`src/rtl/mem_port_arbiter.sv`:
```
// mem_port_arbiter
// Shares one single-port memory bus between an instruction-fetch requester
// and a data (load/store) requester. Data accesses win on simultaneous
// requests. Each transaction goes IDLE -> *_BUSY -> *_RESP -> IDLE, and the
// requester's stall drops only during the matching *_RESP cycle.
//
// Optional feature: define MEM_ARB_IBUF_EN to build in a one-entry fetch
// buffer. A fetch whose aligned address matches the buffered line is then
// answered straight from the fetch register without a bus transaction. The
// default build (macro undefined) sends every fetch to the bus and ignores
// fence_flush.

module mem_port_arbiter #(
    parameter int ADDR_WIDTH = 64,
    parameter int DATA_WIDTH = 64
) (
    input  logic                    clk,
    input  logic                    rst,

    // Instruction fetch side
    input  logic                    if_req,
    input  logic [ADDR_WIDTH-1:0]   pc,
    output logic                    if_stall,
    output logic [31:0]             inst,

    // Data side
    input  logic                    mem_ren,
    input  logic                    mem_wen,
    input  logic [ADDR_WIDTH-1:0]   addr,
    input  logic [DATA_WIDTH-1:0]   wdata,
    input  logic [DATA_WIDTH/8-1:0] wmask,
    output logic                    mem_stall,
    output logic [DATA_WIDTH-1:0]   rdata,

    // Fetch buffer invalidate
    input  logic                    fence_flush,

    // Memory bus
    output logic                    bus_req,
    output logic                    bus_we,
    output logic [ADDR_WIDTH-1:0]   bus_addr,
    output logic [DATA_WIDTH-1:0]   bus_wdata,
    output logic [DATA_WIDTH/8-1:0] bus_wmask,
    input  logic                    bus_ack,
    input  logic [DATA_WIDTH-1:0]   bus_rdata
);

    localparam int MASK_W = DATA_WIDTH / 8;
    localparam int OFF_W  = $clog2(MASK_W);
    localparam int TAG_W  = ADDR_WIDTH - 3;

    typedef enum logic [2:0] {
        IDLE   = 3'd0,
        D_BUSY = 3'd1,
        I_BUSY = 3'd2,
        D_RESP = 3'd3,
        I_RESP = 3'd4
    } state_t;

    state_t state_q, state_d;

    // Latched bus request fields; held constant for the whole *_BUSY phase
    logic [ADDR_WIDTH-1:0] bus_addr_q;
    logic                  bus_we_q;
    logic [DATA_WIDTH-1:0] bus_wdata_q;
    logic [MASK_W-1:0]     bus_wmask_q;

    // Response registers
    logic [DATA_WIDTH-1:0] rdata_q;
    logic [DATA_WIDTH-1:0] fetch_q;

    // Decoded request / handshake terms
    logic                  data_req;
    logic                  ibuf_hit;
    logic                  d_ack;
    logic                  i_ack;
    logic                  start_data;
    logic                  start_fetch_bus;
    logic [ADDR_WIDTH-1:0] fetch_addr;

    assign data_req = mem_ren | mem_wen;

    // Acks only mean something while a bus transaction is outstanding
    assign d_ack = (state_q == D_BUSY) && bus_ack;
    assign i_ack = (state_q == I_BUSY) && bus_ack;

    // Fetch address rounded down to a bus-word boundary
    assign fetch_addr = pc & ~{{(ADDR_WIDTH-OFF_W){1'b0}}, {OFF_W{1'b1}}};

    assign start_data      = (state_q == IDLE) && data_req;
    assign start_fetch_bus = (state_q == IDLE) && !data_req && if_req && !ibuf_hit;

`ifdef MEM_ARB_IBUF_EN
    // One-entry fetch buffer: the fetch register holds the data, this adds
    // a valid bit and the aligned tag of the line it holds.
    logic             ibuf_valid_q, ibuf_valid_d;
    logic [TAG_W-1:0] ibuf_tag_q, ibuf_tag_d;
    logic             ibuf_clear;

    assign ibuf_hit = ibuf_valid_q && (ibuf_tag_q == pc[ADDR_WIDTH-1:3]);

    // A store that hits the buffered line (or a fence) makes it stale
    assign ibuf_clear = fence_flush ||
                        (d_ack && bus_we_q && (bus_addr_q[ADDR_WIDTH-1:3] == ibuf_tag_q));

    // Buffer update: fill on fetch ack, clear wins over fill in the same cycle
    always_comb begin
        ibuf_valid_d = ibuf_valid_q;
        ibuf_tag_d   = ibuf_tag_q;
        if (i_ack) begin
            ibuf_valid_d = 1'b1;
            ibuf_tag_d   = bus_addr_q[ADDR_WIDTH-1:3];
        end
        if (ibuf_clear) begin
            ibuf_valid_d = 1'b0;
        end
    end

    // Buffer state registers
    always_ff @(posedge clk or posedge rst) begin
        if (rst) begin
            ibuf_valid_q <= 1'b0;
            ibuf_tag_q   <= '0;
        end else begin
            ibuf_valid_q <= ibuf_valid_d;
            ibuf_tag_q   <= ibuf_tag_d;
        end
    end
`else
    // No buffer: every fetch goes to the bus and fence_flush has no effect
    logic unused_fence_flush;

    assign ibuf_hit           = 1'b0;
    assign unused_fence_flush = fence_flush;
`endif

    // FSM state register
    always_ff @(posedge clk or posedge rst) begin
        if (rst) begin
            state_q <= IDLE;
        end else begin
            state_q <= state_d;
        end
    end

    // FSM next-state logic; data wins over fetch when both ask in IDLE
    always_comb begin
        state_d = state_q;
        case (state_q)
            IDLE: begin
                if (data_req) begin
                    state_d = D_BUSY;
                end else if (if_req) begin
                    state_d = ibuf_hit ? I_RESP : I_BUSY;
                end
            end
            D_BUSY: begin
                if (bus_ack) begin
                    state_d = D_RESP;
                end
            end
            I_BUSY: begin
                if (bus_ack) begin
                    state_d = I_RESP;
                end
            end
            D_RESP:  state_d = IDLE;
            I_RESP:  state_d = IDLE;
            default: state_d = IDLE;
        endcase
    end

    // FSM outputs: bus request and requester stalls
    always_comb begin
        bus_req   = (state_q == D_BUSY) || (state_q == I_BUSY);
        mem_stall = data_req && (state_q != D_RESP);
        if_stall  = if_req && (state_q != I_RESP);
    end

    // Capture the bus request fields when a bus transaction starts
    always_ff @(posedge clk or posedge rst) begin
        if (rst) begin
            bus_addr_q  <= '0;
            bus_we_q    <= 1'b0;
            bus_wdata_q <= '0;
            bus_wmask_q <= '0;
        end else if (start_data) begin
            bus_addr_q  <= addr;
            bus_we_q    <= mem_wen;
            bus_wdata_q <= wdata;
            bus_wmask_q <= wmask;
        end else if (start_fetch_bus) begin
            bus_addr_q  <= fetch_addr;
            bus_we_q    <= 1'b0;
            bus_wdata_q <= '0;
            bus_wmask_q <= '0;
        end
    end

    // Load result: updated only by a read ack, stores leave it alone
    always_ff @(posedge clk or posedge rst) begin
        if (rst) begin
            rdata_q <= '0;
        end else if (d_ack && !bus_we_q) begin
            rdata_q <= bus_rdata;
        end
    end

    // Fetch register: the whole bus word of the last fetched line
    always_ff @(posedge clk or posedge rst) begin
        if (rst) begin
            fetch_q <= '0;
        end else if (i_ack) begin
            fetch_q <= bus_rdata;
        end
    end

    assign bus_addr  = bus_addr_q;
    assign bus_we    = bus_we_q;
    assign bus_wdata = bus_wdata_q;
    assign bus_wmask = bus_wmask_q;
    assign rdata     = rdata_q;

    // Instruction select: pc[2] picks the upper or lower word of the line
    generate
        if (DATA_WIDTH >= 64) begin : g_inst_sel64
            assign inst = pc[2] ? fetch_q[63:32] : fetch_q[31:0];
        end else begin : g_inst_sel32
            assign inst = fetch_q[31:0];
        end
    endgenerate

endmodule
```
`config.mk`:
```
export PLATFORM = sky130hd
export DESIGN_NAME = mem_port_arbiter
export DESIGN_NICKNAME = d
export VERILOG_FILES = /design/src/rtl/mem_port_arbiter.sv
export SDC_FILE = /design/constraint.sdc
export NUM_CORES = 1
export LEC_CHECK = 0
export CAP_MARGIN = 20
export CORE_AREA = 2 2 195 197
export CTS_CLUSTER_SIZE = 8
export DETAILED_ROUTE_END_ITERATION = 8
export DIE_AREA = 0 0 197 199
export PLACE_DENSITY = 0.58
export SYNTH_ARGS = -nofsm -noshare
export SYNTH_HDL_FRONTEND = slang
export SYNTH_SLANG_ARGS = --single-unit
```
`constraint.sdc`:
```
create_clock -name clk -period 11.21 [get_ports clk]
set_input_delay 2.242 -clock clk [delete_from_list [all_inputs] [get_ports clk]]
set_output_delay 2.242 -clock clk [all_outputs]
set_load 0.02 [all_outputs]
```
Yosys cells after proc, flatten, opt, wreduce, memory -nomap -nowiden --
Cells that the tools add are included.
Storage, ports and cells: memory bits (read-only) 0, RAM bits 0, word-level logic and storage cells 43, bits in registers 268, latch bits 0, memories 0, output and inout bits 236
Operators by class: order comparisons 0, bitwise gates (word level) 1, shift operators 0, mux-type cells 14, equal/unequal tests 7, $add $sub $neg 0, multiply operators 0, divide/modulo/power cells 0, reduce and logical (&&, ||, !) cells 14
Operator list (count):
- $mux 64 | 4
- $mux 32 | 1
- $mux 8 | 2
- $mux 3 | 4
- $pmux 3 s3 | 1
- $logic_and 1x1->1 | 8
- $ne 3x3->1 const B | 2
- $ne 2x2->1 const B | 2
- $eq 3x1->1 const B | 1
- $eq 3x2->1 const B | 1
- $logic_not 3->1 | 1
- $ne 3x2->1 const B | 1
- $reduce_and 3->1 | 1
- $logic_not 1->1 | 2
- $mux 1 | 2
- $reduce_bool 2->1 | 1
- $logic_or 1x1->1 | 1
- $or 1x1->1 | 1

Logic depth before layout (Yosys ltp) --
word-level depth 6, depth in mapped cells 6, gate-level depth less buffers 3

Least setup slack after synthesis --
Ideal clock, no wire load.
path kind input to output, start in pc[2], end out inst[21], cell stages on the path 3, arrival 3.213 ns, slack 5.755 ns, required time 8.968 ns, cells stage by stage clkbuf_1 -> buf_1 -> mux2_1
Between the ends: word-level cells in the longest chain between the ends 1
RTL lines:
- from (decl) | RTL line 22 | input logic [ADDR_WIDTH-1:0] pc,
- $mux 32 | RTL line 227 | assign inst = pc[2] ? fetch_q[63:32] : fetch_q[31:0];
- to (decl) | RTL line 24 | output logic [31:0] inst,
Every way passes these cells.

Worst setup path after layout --
start in mem_wen, end out mem_stall
Between the ends: word-level cells in the longest chain between the ends 2
RTL lines:
- from (decl) | RTL line 28 | input logic mem_wen,
- $or 1x1->1 | RTL line 81 | assign data_req = mem_ren | mem_wen;
- $logic_and 1x1->1 | RTL line 176 | mem_stall = data_req && (state_q != D_RESP);
- to (decl) | RTL line 32 | output logic mem_stall,
Every way passes these cells.

==> results.json <==
{
  "ys.flop_type": "dfrtp_1",
  "final_area_um2": 17000,
  "postCtsHoldBufs": 0,
  "maxCapViolCount": 0,
  "cp_cell_sequence": "clkdlybuf4s50_1 > nor2_4 > buf_4 > a21oi_1 > clkdlybuf4s50_1",
  "end_kind": "output pin",
  "cts_resized": 0,
  "die_height_um": 199,
  "placementRows": 71,
  "relSlewSlack": 0.349,
  "cts_buffer_depth": 3,
  "hpwlAfterDp_um": 24100,
  "cpPeakStageDelay_ns": 0.60,
  "drive_gt1_frac": 0.0641,
  "clkLatencyLatePin_ns": 0.51,
  "avgSynthCellArea_um2": 14.8,
  "critPathMostFrequentCell": "clkdlybuf4s50_1",
  "ys.warnings.count": 0,
  "drt-total-wl_um": 34200,
  "async_flop_share": 1.00,
  "fin_nets": 1472,
  "min_period_ns": 6.32,
  "cts_tree": "yes",
  "drt_iter0_markers": 214,
  "cts_buffers": 39,
  "p_switching_mw": 1.85,
  "clock_skew_ns": 0.0122,
  "cts-root-buf": "clkbuf_16",
  "pwr-share-seq": 0.330,
  "grt_max_degree": 142,
  "status": "finished clean",
  "synth_seq_area_share": 0.638,
  "num_vias": 8025,
  "clkSinkCount": 268,
  "cp_max_fo": 63,
  "drc": 0,
  "syn_nets": 979,
  "irDropWorstVdd_mv": 0.151,
  "area_growth_pct": 61.5,
  "antenna_left": 0,
  "clk_pin_slew_ns": 0.05,
  "post_cts_buffers": 0,
  "grt_pass1_vias": 8638,
  "htreeDepth": 2,
  "sw_frac_of_total": 0.359,
  "hp-class": "reg -> reg",
  "ys_seq_elements": 268,
  "die_area_um2": 39200,
  "grt_use_total": 0.172,
  "gp_congestion": 0.759,
  "fin_crit_sh": 0.564,
  "synth_area_um2": 10500,
  "synth-edff-count": 0,
  "finalMaxSlewViolations": 0,
  "io_buffers": 503,
  "combPwrFrac": 0.476,
  "setup_tns_ns": 0,
  "grt_pass1_wl_um": 52000,
  "fmax_ghz": 0.158,
  "start_util": 0.283,
  "p_leak_nw": 6.98,
  "worstSetupPathType": "in -> out",
  "placed_cell_area_um2": 16000,
  "core_um2": 37100,
  "route.detailed.wl_per_inst_um": 20.4,
  "rrSetupSlack_ns": 8.43,
  "cp.arrival_ns": 4.08,
  "setup_violations": 0,
  "worst_pin_slew_ns": 0.976,
  "synth_cells": 708,
  "grt-ovfl-total": 0,
  "antenna_found_initial": 3,
  "layout_commonest_cell": "clkdlybuf4s50_1",
  "final_cell_mix": "502 x clkdlybuf4s50_1, 268 x dfrtp_1, 144 x mux2_1",
  "p_per_area_nw_per_um2": 304,
  "p_int_mw": 3.31,
  "drt_pass1_iterations": 6,
  "rsz0062_at_grt": "no",
  "cp_slowest_cell": "clkdlybuf4s50_1",
  "utilization": 0.457,
  "hold_viol_final": 0,
  "via_per_inst": 4.78,
  "fp.dieW_um": 197,
  "clockPowerShare": 0.194,
  "yosysUniqueCellTypes": 27,
  "worstPathRequired_ns": 8.97,
  "critPathLaunchType": "input pin",
  "pin_count": 507
}
sequential cells by signal, summed over array words and instances (netlist names):
register	count
state_q	3
bus_we	1
fetch_q	64
bus_addr	64
bus_wmask	8
bus_wdata	64
rdata	64
power groups by stage:
stage               Sequential [mW]  Clock [mW]  Combinational, mW
floorplan                      2.10           0              0.883
CTS                            1.70        1.04               2.49
detailed placement             1.70           0               2.49
finish                         1.70        1.00               2.45
global route                   1.77        1.08               2.61
global placement               1.70           0               2.47
synthesized netlist by cell type, types with 2 or more instances:
cell	number	area, µm²
a211oi_1	2	15.0
a22o_1	75	657
a2bb2oi_1	61	534
buf_1	3	11.3
buf_2	29	145
buf_4	5	37.5
clkbuf_1	23	86.3
dfrtp_1	268	6710
inv_1	2	7.51
mux2_1	144	1620
mux2_2	17	191
nor2_1	4	15.0
o22ai_1	61	382
kinds of logic after synthesis:
logic type             after synthesis  share of synthesized area
XOR/XNOR                             1                   0.000833
flip-flops                         268                      0.638
multiplexers                       161                      0.172
AO/OA/AOI/OAI                      204                      0.154
buffers and inverters               62                     0.0274
AND/OR/NAND/NOR                     12                    0.00750
final cells by class:
class / count / area (µm²)
clock buffer: 40 / 980
sequential: 268 / 6710
inverter: 2 / 15.0
multi-input combinational: 378 / 3550
clock inverter: 2 / 13.8
tap: 474 / 593
fill: 3441 / 20200
timing repair buffer: 512 / 5110
antenna: 3 / 7.51
stage by stage:
stage	setup slack, ns	hold WS [ns]	total power [mW]	cells
after floorplan	1.59	0.450	2.98	708
after global placement	4.87	0.463	4.17	1634
after detailed placement	4.85	0.468	4.19	1634
after CTS	4.85	0.479	5.23	1676
after global routing	4.78	0.485	5.45	1679
final	4.89	0.478	5.15	1679
layer usage:
| layer | vias up | track usage | wire (µm) |
|---|---|---|---|
| met3 | 55 | 0.0653 | 3150 |
| met1 | 3972 | 0.207 | 13900 |
| li1 | 3663 | - | - |
| met5 | - | 0 | 0 |
| met2 | 335 | 0.282 | 16200 |
| met4 | 0 | 0.0596 | 937 |
critical path, delay by kind of cell:
family          cells  cell delay, ns
simple gates        1            0.11
compound gates      1            0.09
buf+inv             3            1.62
path summary, 6_finish.rpt:
kind	endpoint	from	cells after the start
setup / recovery	mem_stall	mem_wen	5
hold / removal	fetch_q[56]	fetch_q[56]	1
setup reg to reg	bus_wdata[15]	state_q[2]	5
hold reg to reg	fetch_q[56]	fetch_q[56]	1
max in group asynchronous	fetch_q[2]	rst	3
min in group asynchronous	bus_wmask[0]	rst	2
Note: power is estimated with default switching activity, not from simulation.
